**src/rtl/rtc_pkg.sv**
```systemverilog
// Shared field codes, widths and helpers for the RTC timekeeper.
// RTC_ALARM_EN extends the edit-field cycle with the alarm minute/hour codes.
package rtc_pkg;

  localparam int SEC_W   = 6;
  localparam int MIN_W   = 6;
  localparam int HOUR_W  = 5;
  localparam int SEL_W   = 3;
  localparam int BLANK_W = 5;

  localparam logic [SEC_W-1:0] SEC_MAX = 6'd59;
  localparam logic [MIN_W-1:0] MIN_MAX = 6'd59;

  typedef enum logic [SEL_W-1:0] {
    SEL_SEC   = 3'd0,
    SEL_MIN   = 3'd1,
    SEL_HOUR  = 3'd2,
    SEL_AMIN  = 3'd3,
    SEL_AHOUR = 3'd4
  } sel_e;

  typedef enum logic {
    ST_RUN  = 1'b0,
    ST_EDIT = 1'b1
  } mode_e;

`ifdef RTC_ALARM_EN
  localparam sel_e SEL_LAST = SEL_AHOUR;
`else
  localparam sel_e SEL_LAST = SEL_HOUR;
`endif

  function automatic sel_e sel_next(input sel_e s);
    return (s == SEL_LAST) ? SEL_SEC : sel_e'(s + 3'd1);
  endfunction

  function automatic logic [5:0] inc_wrap6(input logic [5:0] v, input logic [5:0] max_v);
    return (v >= max_v) ? 6'd0 : v + 6'd1;
  endfunction

endpackage

```
**src/rtl/btn_conditioner.sv**
```systemverilog
// Active-low button: two-flop synchroniser, press pulse, optional hold-to-repeat.
// No pulse is produced for a button already held when reset releases.
module btn_conditioner #(
  parameter int REPEAT_DLY = 25000000,
  parameter int REPEAT_PER = 5000000,
  parameter bit REPEAT_EN  = 1'b0
) (
  input  logic clk,
  input  logic reset,
  input  logic btn_i,
  output logic evt_o
);

  logic sync1_q, sync2_q;
  logic vld1_q, vld2_q;
  logic armed_q, prev_q;
  logic pressed, press;

  assign pressed = ~sync2_q;
  assign press   = armed_q & pressed & ~prev_q;

  // vld marks when sync2 holds a real sample; armed needs a real release first
  always_ff @(posedge clk or negedge reset) begin
    if (!reset) begin
      sync1_q <= 1'b1;
      sync2_q <= 1'b1;
      vld1_q  <= 1'b0;
      vld2_q  <= 1'b0;
      armed_q <= 1'b0;
      prev_q  <= 1'b0;
    end else begin
      sync1_q <= btn_i;
      sync2_q <= sync1_q;
      vld1_q  <= 1'b1;
      vld2_q  <= vld1_q;
      prev_q  <= pressed;
      if (vld2_q && !pressed) armed_q <= 1'b1;
    end
  end

  if (REPEAT_EN) begin : g_rpt
    localparam int RPT_MAX = (REPEAT_DLY > REPEAT_PER) ? REPEAT_DLY : REPEAT_PER;
    localparam int RPT_W   = (RPT_MAX > 1) ? $clog2(RPT_MAX) : 1;

    logic [RPT_W-1:0] cnt_q, cnt_d;
    logic             act_q, act_d;
    logic             rpt;

    always_comb begin
      cnt_d = cnt_q;
      act_d = act_q;
      if (press) begin
        act_d = 1'b1;
        cnt_d = RPT_W'(REPEAT_DLY - 1);
      end else if (!pressed) begin
        act_d = 1'b0;
      end else if (act_q) begin
        cnt_d = (cnt_q == '0) ? RPT_W'(REPEAT_PER - 1) : cnt_q - RPT_W'(1);
      end
    end

    always_ff @(posedge clk or negedge reset) begin
      if (!reset) begin
        cnt_q <= '0;
        act_q <= 1'b0;
      end else begin
        cnt_q <= cnt_d;
        act_q <= act_d;
      end
    end

    assign rpt   = act_q & pressed & (cnt_q == '0);
    assign evt_o = press | rpt;
  end else begin : g_norpt
    assign evt_o = press;
  end

endmodule

```
**src/rtl/rtc_timekeeper.sv**
```systemverilog
// Real-time clock with run/edit modes, button editing, auto-repeat and blinking field.
// Define RTC_ALARM_EN to add the alarm minute/hour fields and the alarm_hit output.
//
// state   | meaning
// ST_RUN  | prescaler ticks advance time, btn_inc ignored
// ST_EDIT | time frozen, btn_inc edits the selected field, selected field blinks
module rtc_timekeeper
  import rtc_pkg::*;
#(
  parameter int TICK_DIV   = 50000000,
  parameter int BLINK_DIV  = 25000000,
  parameter int HOLD_CYC   = 50000000,
  parameter int REPEAT_DLY = 25000000,
  parameter int REPEAT_PER = 5000000,
  parameter int HOURS      = 24
) (
  input  logic               clk,
  input  logic               reset,
  input  logic               btn_run,
  input  logic               btn_sel,
  input  logic               btn_inc,
  output logic [SEC_W-1:0]   sec,
  output logic [MIN_W-1:0]   min,
  output logic [HOUR_W-1:0]  hour,
  output logic               running,
  output logic [SEL_W-1:0]   sel,
  output logic [BLANK_W-1:0] blank
`ifdef RTC_ALARM_EN
  ,
  output logic               alarm_hit
`endif
);

  localparam int TICK_W  = (TICK_DIV > 1) ? $clog2(TICK_DIV) : 1;
  localparam int BLINK_W = (BLINK_DIV > 1) ? $clog2(BLINK_DIV) : 1;
  localparam int HOLD_W  = $clog2(HOLD_CYC + 1);
  localparam logic [HOUR_W-1:0] HOUR_LAST = HOUR_W'(HOURS - 1);

  logic run_p, sel_p, inc_evt, edit_inc, tick;
  mode_e mode_q, mode_d;
  sel_e  sel_q, sel_d;
  logic [SEC_W-1:0]   sec_q, sec_d;
  logic [MIN_W-1:0]   min_q, min_d;
  logic [HOUR_W-1:0]  hour_q, hour_d;
  logic [TICK_W-1:0]  pre_q, pre_d;
  logic [BLINK_W-1:0] bcnt_q, bcnt_d;
  logic               phase_q, phase_d;
  logic [HOLD_W-1:0]  hold_q, hold_d;

  btn_conditioner #(.REPEAT_EN(1'b0)) u_btn_run (
    .clk(clk), .reset(reset), .btn_i(btn_run), .evt_o(run_p)
  );
  btn_conditioner #(.REPEAT_EN(1'b0)) u_btn_sel (
    .clk(clk), .reset(reset), .btn_i(btn_sel), .evt_o(sel_p)
  );
  btn_conditioner #(
    .REPEAT_DLY(REPEAT_DLY), .REPEAT_PER(REPEAT_PER), .REPEAT_EN(1'b1)
  ) u_btn_inc (
    .clk(clk), .reset(reset), .btn_i(btn_inc), .evt_o(inc_evt)
  );

  assign running  = (mode_q == ST_RUN);
  assign sel      = sel_q;
  assign sec      = sec_q;
  assign min      = min_q;
  assign hour     = hour_q;
  assign edit_inc = inc_evt & ~running;
  assign tick     = running && (pre_q == TICK_W'(TICK_DIV - 1));

  always_comb begin
    mode_d = mode_q;
    case (mode_q)
      ST_RUN:  if (run_p) mode_d = ST_EDIT;
      ST_EDIT: if (run_p) mode_d = ST_RUN;
      default: mode_d = ST_RUN;
    endcase
  end

  always_comb begin
    sel_d   = sel_p ? sel_next(sel_q) : sel_q;
    pre_d   = (running && !tick) ? pre_q + TICK_W'(1) : '0;
    bcnt_d  = (bcnt_q == BLINK_W'(BLINK_DIV - 1)) ? '0 : bcnt_q + BLINK_W'(1);
    phase_d = (bcnt_q == BLINK_W'(BLINK_DIV - 1)) ? ~phase_q : phase_q;
    hold_d  = edit_inc ? HOLD_W'(HOLD_CYC) : ((hold_q != '0) ? hold_q - HOLD_W'(1) : '0);
  end

  // Ticks carry through all fields; edits touch only the selected field.
  always_comb begin
    sec_d  = sec_q;
    min_d  = min_q;
    hour_d = hour_q;
    if (tick) begin
      if (sec_q == SEC_MAX) begin
        sec_d = '0;
        if (min_q == MIN_MAX) begin
          min_d  = '0;
          hour_d = (hour_q >= HOUR_LAST) ? '0 : hour_q + 5'd1;
        end else begin
          min_d = min_q + 6'd1;
        end
      end else begin
        sec_d = sec_q + 6'd1;
      end
    end else if (edit_inc) begin
      case (sel_q)
        SEL_SEC:  sec_d  = inc_wrap6(sec_q, SEC_MAX);
        SEL_MIN:  min_d  = inc_wrap6(min_q, MIN_MAX);
        SEL_HOUR: hour_d = (hour_q >= HOUR_LAST) ? '0 : hour_q + 5'd1;
        default:  ;
      endcase
    end
  end

  always_ff @(posedge clk or negedge reset) begin
    if (!reset) begin
      mode_q  <= ST_RUN;
      sel_q   <= SEL_SEC;
      sec_q   <= '0;
      min_q   <= '0;
      hour_q  <= '0;
      pre_q   <= '0;
      bcnt_q  <= '0;
      phase_q <= 1'b0;
      hold_q  <= '0;
    end else begin
      mode_q  <= mode_d;
      sel_q   <= sel_d;
      sec_q   <= sec_d;
      min_q   <= min_d;
      hour_q  <= hour_d;
      pre_q   <= pre_d;
      bcnt_q  <= bcnt_d;
      phase_q <= phase_d;
      hold_q  <= hold_d;
    end
  end

  always_comb begin
    blank = '0;
    if (!running && hold_q == '0) blank[sel_q] = phase_q;
  end

`ifdef RTC_ALARM_EN
  logic [MIN_W-1:0]  al_min_q, al_min_d;
  logic [HOUR_W-1:0] al_hour_q, al_hour_d;

  always_comb begin
    al_min_d  = al_min_q;
    al_hour_d = al_hour_q;
    if (edit_inc) begin
      case (sel_q)
        SEL_AMIN:  al_min_d  = inc_wrap6(al_min_q, MIN_MAX);
        SEL_AHOUR: al_hour_d = (al_hour_q >= HOUR_LAST) ? '0 : al_hour_q + 5'd1;
        default:   ;
      endcase
    end
  end

  always_ff @(posedge clk or negedge reset) begin
    if (!reset) begin
      al_min_q  <= '0;
      al_hour_q <= '0;
    end else begin
      al_min_q  <= al_min_d;
      al_hour_q <= al_hour_d;
    end
  end

  assign alarm_hit = running && (hour_q == al_hour_q) && (min_q == al_min_q);
`endif

endmodule

```
**config.mk**
```make
export PLATFORM = sky130hd
export DESIGN_NAME = rtc_timekeeper
export DESIGN_NICKNAME = d
export VERILOG_FILES = /design/src/rtl/rtc_pkg.sv /design/src/rtl/btn_conditioner.sv /design/src/rtl/rtc_timekeeper.sv
export SDC_FILE = /design/constraint.sdc
export NUM_CORES = 1
export LEC_CHECK = 0
export CAP_MARGIN = 20
export CELL_PAD_IN_SITES_DETAIL_PLACEMENT = 1
export CELL_PAD_IN_SITES_GLOBAL_PLACEMENT = 1
export CORE_MARGIN = 4
export CORE_UTILIZATION = 51
export DETAILED_ROUTE_END_ITERATION = 8
export MAX_ROUTING_LAYER = met4
export PLACE_DENSITY = 0.87
export SYNTH_ARGS = -nofsm -noshare
export SYNTH_HDL_FRONTEND = slang
export SYNTH_SLANG_ARGS = --single-unit
```
**constraint.sdc**
```tcl
create_clock -name clk -period 5.5 [get_ports clk]
set_input_delay 1.65 -clock clk [delete_from_list [all_inputs] [get_ports clk]]
set_output_delay 1.65 -clock clk [all_outputs]
set_load 0.03 [all_outputs]
```
======== Word level (Yosys, flattened, before mapping) ========
Index checks and enable logic that the tools add are counted.
Widths: inputs -> output; s select.
word-level totals
  bits of input ports ..................... 5
  logic and storage cells ................. 122
  register bits after elaboration ......... 139
cells by class
  muxes and demuxes ....................... 34
  eq/ne operators ......................... 9
  add/sub/neg operators ................... 8
  magnitude comparators ................... 5
  bitwise gates (word level) .............. 19
  reduce and logical (&&, ||, !) cells .... 22
operators by type and width
  kind                   number
  $mux 25                5
  $mux 26                3
  $mux 6                 11
  $mux 5                 7
  $add 26x1->26 const B  1
  $eq 26x26->1 const B   1
  $logic_not 26->1       1
  $reduce_bool 26->1     1
  $sub 26x1->26 const B  1
  $add 25x1->25 const B  1
  $eq 25x25->1 const B   1
  $logic_not 25->1       1
  $sub 25x1->25 const B  1
  $add 6x1->6 const B    2
  $eq 6x6->1 const B     2
  $ge 6x6->1 const B     2
  $reduce_bool 2->1      6
  $and 1x1->1            9
  $not 1->1              8
  $logic_and 1x1->1      7
  $add 5x1->5 const B    1
  $and 5x5->5            1
  $ge 5x5->1 const B     1
  $mux 1                 5
  16 further kinds       18

======== Depth between registers and ports, before layout ========
Gate-level depths: netlist of run 1.
  depth after elaboration ................. 7
  gate-level depth with buffers ........... 10

======== By module ========
From an unflattened synthesis of run 1, not the netlist that was laid out.
second synthesis, totals
  cell total of the unflattened synthesis .. 729
  area total of the unflattened synthesis .. 7168.1 µm²
modules (own cells, without submodules)
  module                           cells each  times used  area an instance (µm²)
  rtc_timekeeper                   541         1           5132.4
  btn_conditioner (u_btn_inc)      168         1           1675.4
  btn_conditioner (u_btn_run ...)  10          2           180.2

======== Worst setup path before layout of run 1 ========
OpenSTA, ideal clock, no wires.
  kind .................................... register to output
  from .................................... reg hold_q[17]
  to ...................................... out blank[4]
  data arrival time ....................... 2.738 ns
  path buffers ............................ 0
  required time ........................... 3.850 ns
  cell stages (with the launch flop) ...... 6
  path slack .............................. 1.112 ns
  path through ............................ dfrtp_1 -> or4_1 -> or3_1 -> nor4_4 -> nand3b_1 -> nor4_1
on the way
  longest elaborated chain between the ends .. 3
ends and longest elaborated chain
  item                    RTL line               RTL
  from (decl)             rtc_timekeeper.sv:48   logic [HOLD_W-1:0] hold_q, hold_d;
  from (signal assigned)  rtc_timekeeper.sv:134  hold_q <= hold_d;
  $logic_not 26->1        rtc_timekeeper.sv:140  if (!running && hold_q == '0) blank[sel_q] = phase_q;
  $logic_and 1x1->1       rtc_timekeeper.sv:140
  $mux 5                  rtc_timekeeper.sv:140
  to (decl)               rtc_timekeeper.sv:27   output logic [BLANK_W-1:0] blank
Every way passes these cells.

======== Final worst setup path of run 1 ========
  from .................................... reg hold_q[8]
  to ...................................... out blank[4]
Same word-level chain as after synthesis.

==> results of run 1 <==
==> cell families (layout without fill, tap and decap cells) <==
kind of cell,Yosys count,after routing,synth area share
simple gates,322,322,0.2470
mux,4,4,0.006481
flops,139,139,0.5159
other cells,1,1,0.0005550
xor+xnor,73,73,0.09463
buf+inv,38,87,0.02352
compound gates,98,98,0.09704
fa+ha+maj,8,8,0.01482
==> area by class of cell <==
| class | count | area [sq um] | share of cell area |
|---|---|---|---|
| clock buffers | 26 | 519.2 | 0.06632 |
| multi-input cells | 506 | 3118 | 0.3982 |
| well taps | 172 | 215.2 | 0.02748 |
| repair buffers | 35 | 356.6 | 0.04554 |
| flip-flops and latches | 139 | 3486 | 0.4452 |
| clock inverters | 6 | 60.06 | 0.007670 |
| inverters | 20 | 75.07 | 0.009588 |
==> report_power, final <==
part           switching [mW]  total [mW]  internal, mW
combinational           0.364       0.580         0.216
clock                   0.419        1.11         0.692
sequential              0.138        1.27          1.13
==> final timing paths <==
kind / from / endpoint / slack, ps / cells after the start
min reg2reg: u_btn_inc.sync1_q / u_btn_inc.sync2_q / 360 / 0
max reg2reg: u_btn_inc.g_rpt.cnt_q[0] / hold_q[18] / 2030 / 8
max in group asynchronous: reset / u_btn_sel.sync1_q / 3690 / 2
max: hold_q[8] / blank[4] / 340 / 6
min: u_btn_inc.sync1_q / u_btn_inc.sync2_q / 360 / 0
min in group asynchronous: reset / hour[2] / 1080 / 1
==> sequential cells by signal (all words and copies together), names as in the netlist, 3 cells and up <==
register	cells
bcnt_q	25
hold_q	26
hour	5
min	6
pre_q	26
sec	6
sel	3
u_btn_inc.g_rpt.cnt_q	25
==> worst reg2reg max path, cell delays in order, from the launching register on <==
cell	delay [ps]
dfrtp_1	400
inv_1	70
ha_1	210
nor4b_1	380
nand4_1	370
o311ai_4	800
nand3_1	550
nand2b_2	450
nor2_1	120
==> routing by layer <==
metal | share of wire | vias up
li1 | - | 2478
met4 | 0.0090 | 0
met2 | 0.51 | 90
met3 | 0.040 | 13
met1 | 0.44 | 2698
met5 | 0 | -
==> metrics by stage <==
stage               hold WS [ps]  instance area (sq um)  cells  total power [mW]  setup WS (ps)
CTS                        359.2                   7797    902             2.973          401.4
global route               360.4                   7830    904             3.111          47.40
floorplan                  331.2                   6756    683             1.624           1112
detailed placement         350.9                   7218    870             1.843          916.6
finish                     357.5                   7830    904             2.960          342.2
global placement           334.0                   7218    870             1.796           1103
==> cells in the final DEF, fill, tap and decap left out, types with 5 or more instances in the layout <==
| master | netlist | layout |
|---|---|---|
| or3_1 | 11 | 11 |
| nand4_1 | 12 | 12 |
| nand3_1 | 36 | 36 |
| nand2b_1 | 6 | 6 |
| clkdlybuf4s50_1 | 0 | 29 |
| nand2_1 | 63 | 63 |
| a21oi_1 | 19 | 19 |
| clkbuf_16 | 0 | 17 |
| inv_1 | 20 | 20 |
| a31oi_1 | 6 | 6 |
| ha_1 | 8 | 8 |
| or2_2 | 7 | 7 |
| nor4_1 | 17 | 16 |
| o21ai_0 | 36 | 36 |
| xor2_1 | 37 | 37 |
| dfstp_2 | 6 | 6 |
| a21o_1 | 6 | 6 |
| dfrtp_1 | 133 | 133 |
| o31ai_1 | 9 | 9 |
| nor2_1 | 88 | 88 |
| nor3_1 | 30 | 30 |
| and3_1 | 13 | 13 |
| or4_1 | 6 | 6 |
| xnor2_1 | 36 | 36 |
| clkbuf_8 | 0 | 6 |
| a2bb2oi_1 | 5 | 5 |
==> out/metrics.sh, run 1 <==
MAX_FREQ_MHz=193.9
FILLERINSTANCES=1389
FINAL_DESIGN_UTILIZATION=0.6130
DR.PASS1.ITERS=4
ROUTED_WIRE_LENGTH_PER_INSTANCE_MICRONS=18.63
VIAS=5279
CTS_TREE='yes'
SETUP_VIOL=0
FP.DIEH_MICRONS=123.1
FINAL-HOLD-VIOLATION-COUNT=0
PATH_CLASS='reg -> out'
GRT_BUSIEST_LAYER='met2'
FIRST_GLOBAL_VIAS=5802
POST_SYNTH_NET_TOTAL=696
SYNTH_CELL_TYPE_COUNT=62
POST-SYNTH-TOP-AREA-CELL='dfrtp_1'
IO_PINS=31
CLOCK-SINKS=139
WORST_PATH_MAXIMUM_FANOUT=6
CAP_VIOL_MAX_COUNT=0
POST-ROUTE-DRC-COUNT=0
NETLIST_TOP_CELLS_AREA='dfrtp_1 (49%), nor2_1 (4.9%), xor2_1 (4.8%), xnor2_1 (4.7%), nand2_1 (3.5%)'
DETAILEDPLACEMENTHPWL_MICRONS=10830
SYN_AREA_PER_CELL_SQ_UM=9.892
CORE_REGION_AREA_SQ_UM=12770
TOTALWIRELENGTH_MICRONS=16840
MAXIMUM_NUMBER_OF_PINS_ON_ONE_NET_BEFORE_GLOBAL_ROUTE_REPAIR=113
BUFFERS_PLUS_INVERTERS_ON_THE_WORST_SETUP_PATH=1
CTS.REPAIR.RESIZED=0
CLKSLEWWORSTSETUPHOLDPATHS_PS=50
DIE-AREA_SQ_UM=15150
CTS_MAX_LEVEL=4
REQUIRED_PS=3850
DRIVE_GT1_FRAC=0.09016
VDD_DROP_MAX_mV=0.1997
LAYOUT-AREA-OVERHEAD-VS-SYNTH_PCT=15.89
YOSYS-TOP-CELLS-COUNT='dfrtp_1 (133), nor2_1 (88), nand2_1 (63), xor2_1 (37)'
SYNTH.YOSYS.SEQ_AREA_SHARE=0.5159
CTS_POST_SETUP_BUFFERS_INSERTED=0
NATURE_OF_THE_CRITICAL_PATH_STARTPOINT='register'
FIRST_ITER_VIOLATIONS=396
CTS_ROOT_BUFFER='clkbuf_16'
ROW_COUNT=41
DESIGN.FINAL.NETS=732
INITIAL_CORE_UTIL=0.5289
NETLIST.AREA_LEADER.SHARE=0.4926
CELL_FAMILY_CONTRIBUTING_THE_MOST_DELAY_ON_THE_CRITICAL_PATH='simple AND/OR/NAND/NOR gates'
WORST_EP_ARRIVAL_TIME_PS=3510
MAX_SLEW_MARGIN=0.2912
INITIAL_ANTENNA_VIOLATION_COUNT=0
HOLDCRITPATHCLASS='reg -> reg'
UNREPAIRED_SETUP_ENDPOINTS_AFTER_GLOBAL_ROUTING='no'
POWER.DENSITY_nW_PER_UM2=378.0
POST-ROUTE-MIN-PERIOD_PS=5158
YS_DOMINANT_REG_CELL='dfrtp_1'
DIE_WIDTH_MICRONS=123.1
DRT-VIAS-PER-INSTANCE=5.840
GRT.MET1_USAGE=0.2952
ANT_NETS=0
REPORT.FINAL.SLEW_VIOL_COUNT=0
COUNT_OF_INSERTED_ANTENNA_DIODE_CELLS=0
TOTAL_OVERFLOW_REPORTED_BY_THE_GLOBAL_ROUTER=0
NETLIST_AREA_SQ_UM=6756
POST_SYNTHESIS_CELL_COUNT=683
CLOCK_INSERTION_DELAY_WORST_SKEW_PS=420
STATUS='complete, no violations'
YOSYS_SYNTHESIS_WARNING_COUNT=0
CLOCK_SKEW_PS=9.692
TNS_PS=0
GRT_USE_MET2=0.4209
GP_ROUTABILITY_CONGESTION=0.8548
POST-ROUTE-PERIOD-UTIL=0.9378
POSTSYNTHREGISTERBITS=139
SYNTHMOSTINSTANTIATEDCELL='dfrtp_1'
POST_CTS_HOLD_BUFFER_COUNT=0
GRT.MET3_USAGE=0.05535
LEAKAGEPOWER_nW=3.175
CRITICAL_PATH.CELL_CHAIN='nor4_1 > nand3b_1 > nor4_4 > nand3b_1 > nor4_1 > clkdlybuf4s50_1'
PORT_BUFFERS=30
GLOBAL_ROUTE.USAGE.TOTAL=0.2458
WIRE_LENGTH_OF_THE_FIRST_GLOBAL_ROUTING_PASS_MICRONS=28580
CTS-BUFFERS-INSERTED=17
SLOWEST_CELL_DELAY_ON_CRITICAL_PATH_PS=730
MAX_SLEW.WORST_PIN.SLEW_PS=1058
SYNTH-EDFF-COUNT=0
POST_SYNTH_ARST_SHARE=1.000
CRITICAL_PATH_SINK_TYPE='output port'
BUFFERS_FROM_CLOCK_ROOT_TO_SINK_AT_MOST=2
CRITPATHSLOWESTCELL='clkdlybuf4s50_1'
Power figures use the tool's default switching activity.
==> run 2: changes to the inputs <==
Settings changed: CORE_MARGIN 4 to 8, CORE_UTILIZATION 51 to 45, PLACE_DENSITY 0.87 to 0.79.
==> run 2 against run 1 <==
First-iteration DRC count is 23% lower. Critical path type unchanged. Worst hold slack worse by 2.4 ps. Fmax is 5.0% higher. Sequential power hardly changed. Register-to-register slack worse by 160 ps. Clock skew is 3.0 ps lower. Non-clock buffer count is 2 lower. Critical path depth stayed put. Sequential cell count stayed put. Clock power is 17% higher.
==> out/metrics.sh, run 2 (synthesis gave the netlist of run 1 again) <==
CLOCK_INSERTION_DELAY_WORST_SKEW_PS=420
CLKSLEWWORSTSETUPHOLDPATHS_PS=60
TIMING.HOLD.WS_PS=355.1
TNS_PS=0
HOLDCRITPATHCLASS='reg -> reg'
FILLERINSTANCES=1612
DIE_WIDTH_MICRONS=138.5
HOLD_PATH_DEPTH=0
PRE_CTS_SLACK_PS=997.2
INITIAL_ANTENNA_VIOLATION_COUNT=0
CAP_VIOL_MAX_COUNT=0
MAX_FREQ_MHz=203.5
MAX_SLEW_MARGIN=0.3364
GLOBAL_ROUTE.USAGE.TOTAL=0.1867
POST_CTS_HOLD_BUFFER_COUNT=0
IO_PINS=31
FF2FF_SETUP_SLACK_PS=1870
CRITICAL_PATH.CELL_CHAIN='or4_1 > or3_1 > nor4_4 > nand3b_1 > nor4_1 > clkdlybuf4s50_1'
FINAL_DESIGN_AREA_EXCLUDING_FILLERS_SQ_UM=7896
POST-ROUTE-PERIOD-UTIL=0.8934
VIAS=5229
NATURE_OF_THE_CRITICAL_PATH_STARTPOINT='register'
CRITICAL_PATH_SINK_TYPE='output port'
CTS-BUFFERS-INSERTED=17
GP_ROUTABILITY_CONGESTION=0.8508
WIRE_LENGTH_OF_THE_FIRST_GLOBAL_ROUTING_PASS_MICRONS=29100
BUFFERS_FROM_CLOCK_ROOT_TO_SINK_AT_MOST=2
POWER.DENSITY_nW_PER_UM2=396.3
CTS_TREE='yes'
MAX_SLEW.WORST_PIN.SLEW_PS=990.8
SETUP_VIOL=0
DIE-AREA_SQ_UM=19190
MAXIMUM_NUMBER_OF_PINS_ON_ONE_NET_BEFORE_GLOBAL_ROUTE_REPAIR=105
CELL_FAMILY_CONTRIBUTING_THE_MOST_DELAY_ON_THE_CRITICAL_PATH='simple AND/OR/NAND/NOR gates'
COUNT_OF_INSERTED_ANTENNA_DIODE_CELLS=0
PORT_BUFFERS=30
BUFFERS_PLUS_INVERTERS_ON_THE_WORST_SETUP_PATH=1
ANT_NETS=0
CLOCK-SINKS=139
HP-START='u_btn_inc.vld1_q'
FIRST_GLOBAL_VIAS=5879
HOLD_END='u_btn_inc.vld2_q'
CTS_ROOT_BUFFER='clkbuf_16'
CORE_REGION_AREA_SQ_UM=14590
REQUIRED_PS=3850
INITIAL_CORE_UTIL=0.4631
DP.CELLS=882
CTS_POST_SETUP_BUFFERS_INSERTED=0
DETAILEDPLACEMENTHPWL_MICRONS=11040
ROW_COUNT=44
CLOCK_SKEW_PS=6.697
POST-ROUTE-MIN-PERIOD_PS=4913
POST-ROUTE-WORST-SETUP-SLACK_PS=586.5
REPORT.FINAL.SLEW_VIOL_COUNT=0
FINAL_CELL_MIX='dfrtp_1 (133), nor2_1 (88), nand2_1 (63)'
CRIT-REG2REG-CAPTURE='hold_q[6]'
ROUTED_WIRE_LENGTH_PER_INSTANCE_MICRONS=18.03
WORST_EP_ARRIVAL_TIME_PS=3260
UNREPAIRED_SETUP_ENDPOINTS_AFTER_GLOBAL_ROUTING='no'
VDD_DROP_MAX_mV=0.2298
TOTAL_OVERFLOW_REPORTED_BY_THE_GLOBAL_ROUTER=0
PATH_CLASS='reg -> out'
LAYOUT.CELLS.NON_FILLER=913
CTS_MAX_LEVEL=4
DR.PASS1.ITERS=4
REG_TOP3='hold_q x26, pre_q x26'
PLACE_AREA_SQ_UM=7233
MOSTFREQUENTLAYOUTCELL='dfrtp_1'
LAYOUT-AREA-OVERHEAD-VS-SYNTH_PCT=16.87
SLOWEST_CELL_DELAY_ON_CRITICAL_PATH_PS=720
COMBINED_AREA_OF_THE_MULTI_INPUT_LOGIC_CELLS_SQ_UM=3118
CRITPATHSLOWESTCELL='clkdlybuf4s50_1'
CTS.REPAIR.RESIZED=0
TOTALWIRELENGTH_MICRONS=16460
WORST_PATH_MAXIMUM_FANOUT=5
FP.DIEH_MICRONS=138.5
REGAREA_SQ_UM=3486
LEAKAGEPOWER_nW=3.198
FIRST_ITER_VIOLATIONS=306
REG2REG_DEPTH=8
FINAL-HOLD-VIOLATION-COUNT=0
DRIVE_GT1_FRAC=0.08916
POST-ROUTE-DRC-COUNT=0
DESIGN.FINAL.NETS=730
DRT-VIAS-PER-INSTANCE=5.727
STATUS='complete, no violations'
CRIT-REG2REG-LAUNCH='u_btn_inc.g_rpt.cnt_q[0]'
[run 2: changes by cell type in the layout (fill, tap and decap cells not counted)]
cell        change
bufinv_16       +5
clkbuf_2        -1
clkbuf_1        -2
clkinv_4        +2
buf_16          -1
clkbuf_8        -5
clkinvlp_4      -1
[run 2: worst max path at each step]
stage                    start       end  cells after the start
finish              hold_q[17]  blank[4]                      6
global route         hold_q[8]  blank[4]                      6
CTS                 hold_q[17]  blank[4]                      6
detailed placement  hold_q[17]  blank[4]                      6
global placement     hold_q[8]  blank[4]                      6
floorplan           hold_q[17]  blank[4]                      5
[run 2: final cells by class]
| type | count | area share |
|---|---|---|
| Multi-Input combinational cell | 506 | 0.3949 |
| Inverter | 20 | 0.009507 |
| Tap cell | 184 | 0.02916 |
| Clock inverter | 12 | 0.02789 |
| Sequential cell | 139 | 0.4415 |
| Timing Repair Buffer | 33 | 0.04104 |
| Clock buffer | 19 | 0.05609 |
[run 2: routing by layer]
| metal | part of all wire | vias up | GRT usage |
|---|---|---|---|
| met4 | 0.015 | 0 | 0.06178 |
| met2 | 0.51 | 74 | 0.3183 |
| li1 | - | 2464 | - |
| met3 | 0.032 | 24 | 0.04384 |
| met1 | 0.44 | 2667 | 0.2121 |
| met5 | 0 | - | - |
[run 2: through the flow]
step                      utilization  total power [mW]
after global placement         0.4958             1.806
after global routing           0.5413             3.271
after floorplan                     -             1.624
after detailed placement       0.4958             1.851
after CTS                      0.5413             3.160
final                          0.5413             3.129
[run 2: power breakdown]
group | internal, mW | switching, mW | total [mW]
clock | 0.858 | 0.437 | 1.30
combinational | 0.213 | 0.353 | 0.567
sequential | 1.13 | 0.136 | 1.27
total | 2.20 | 0.927 | 3.13
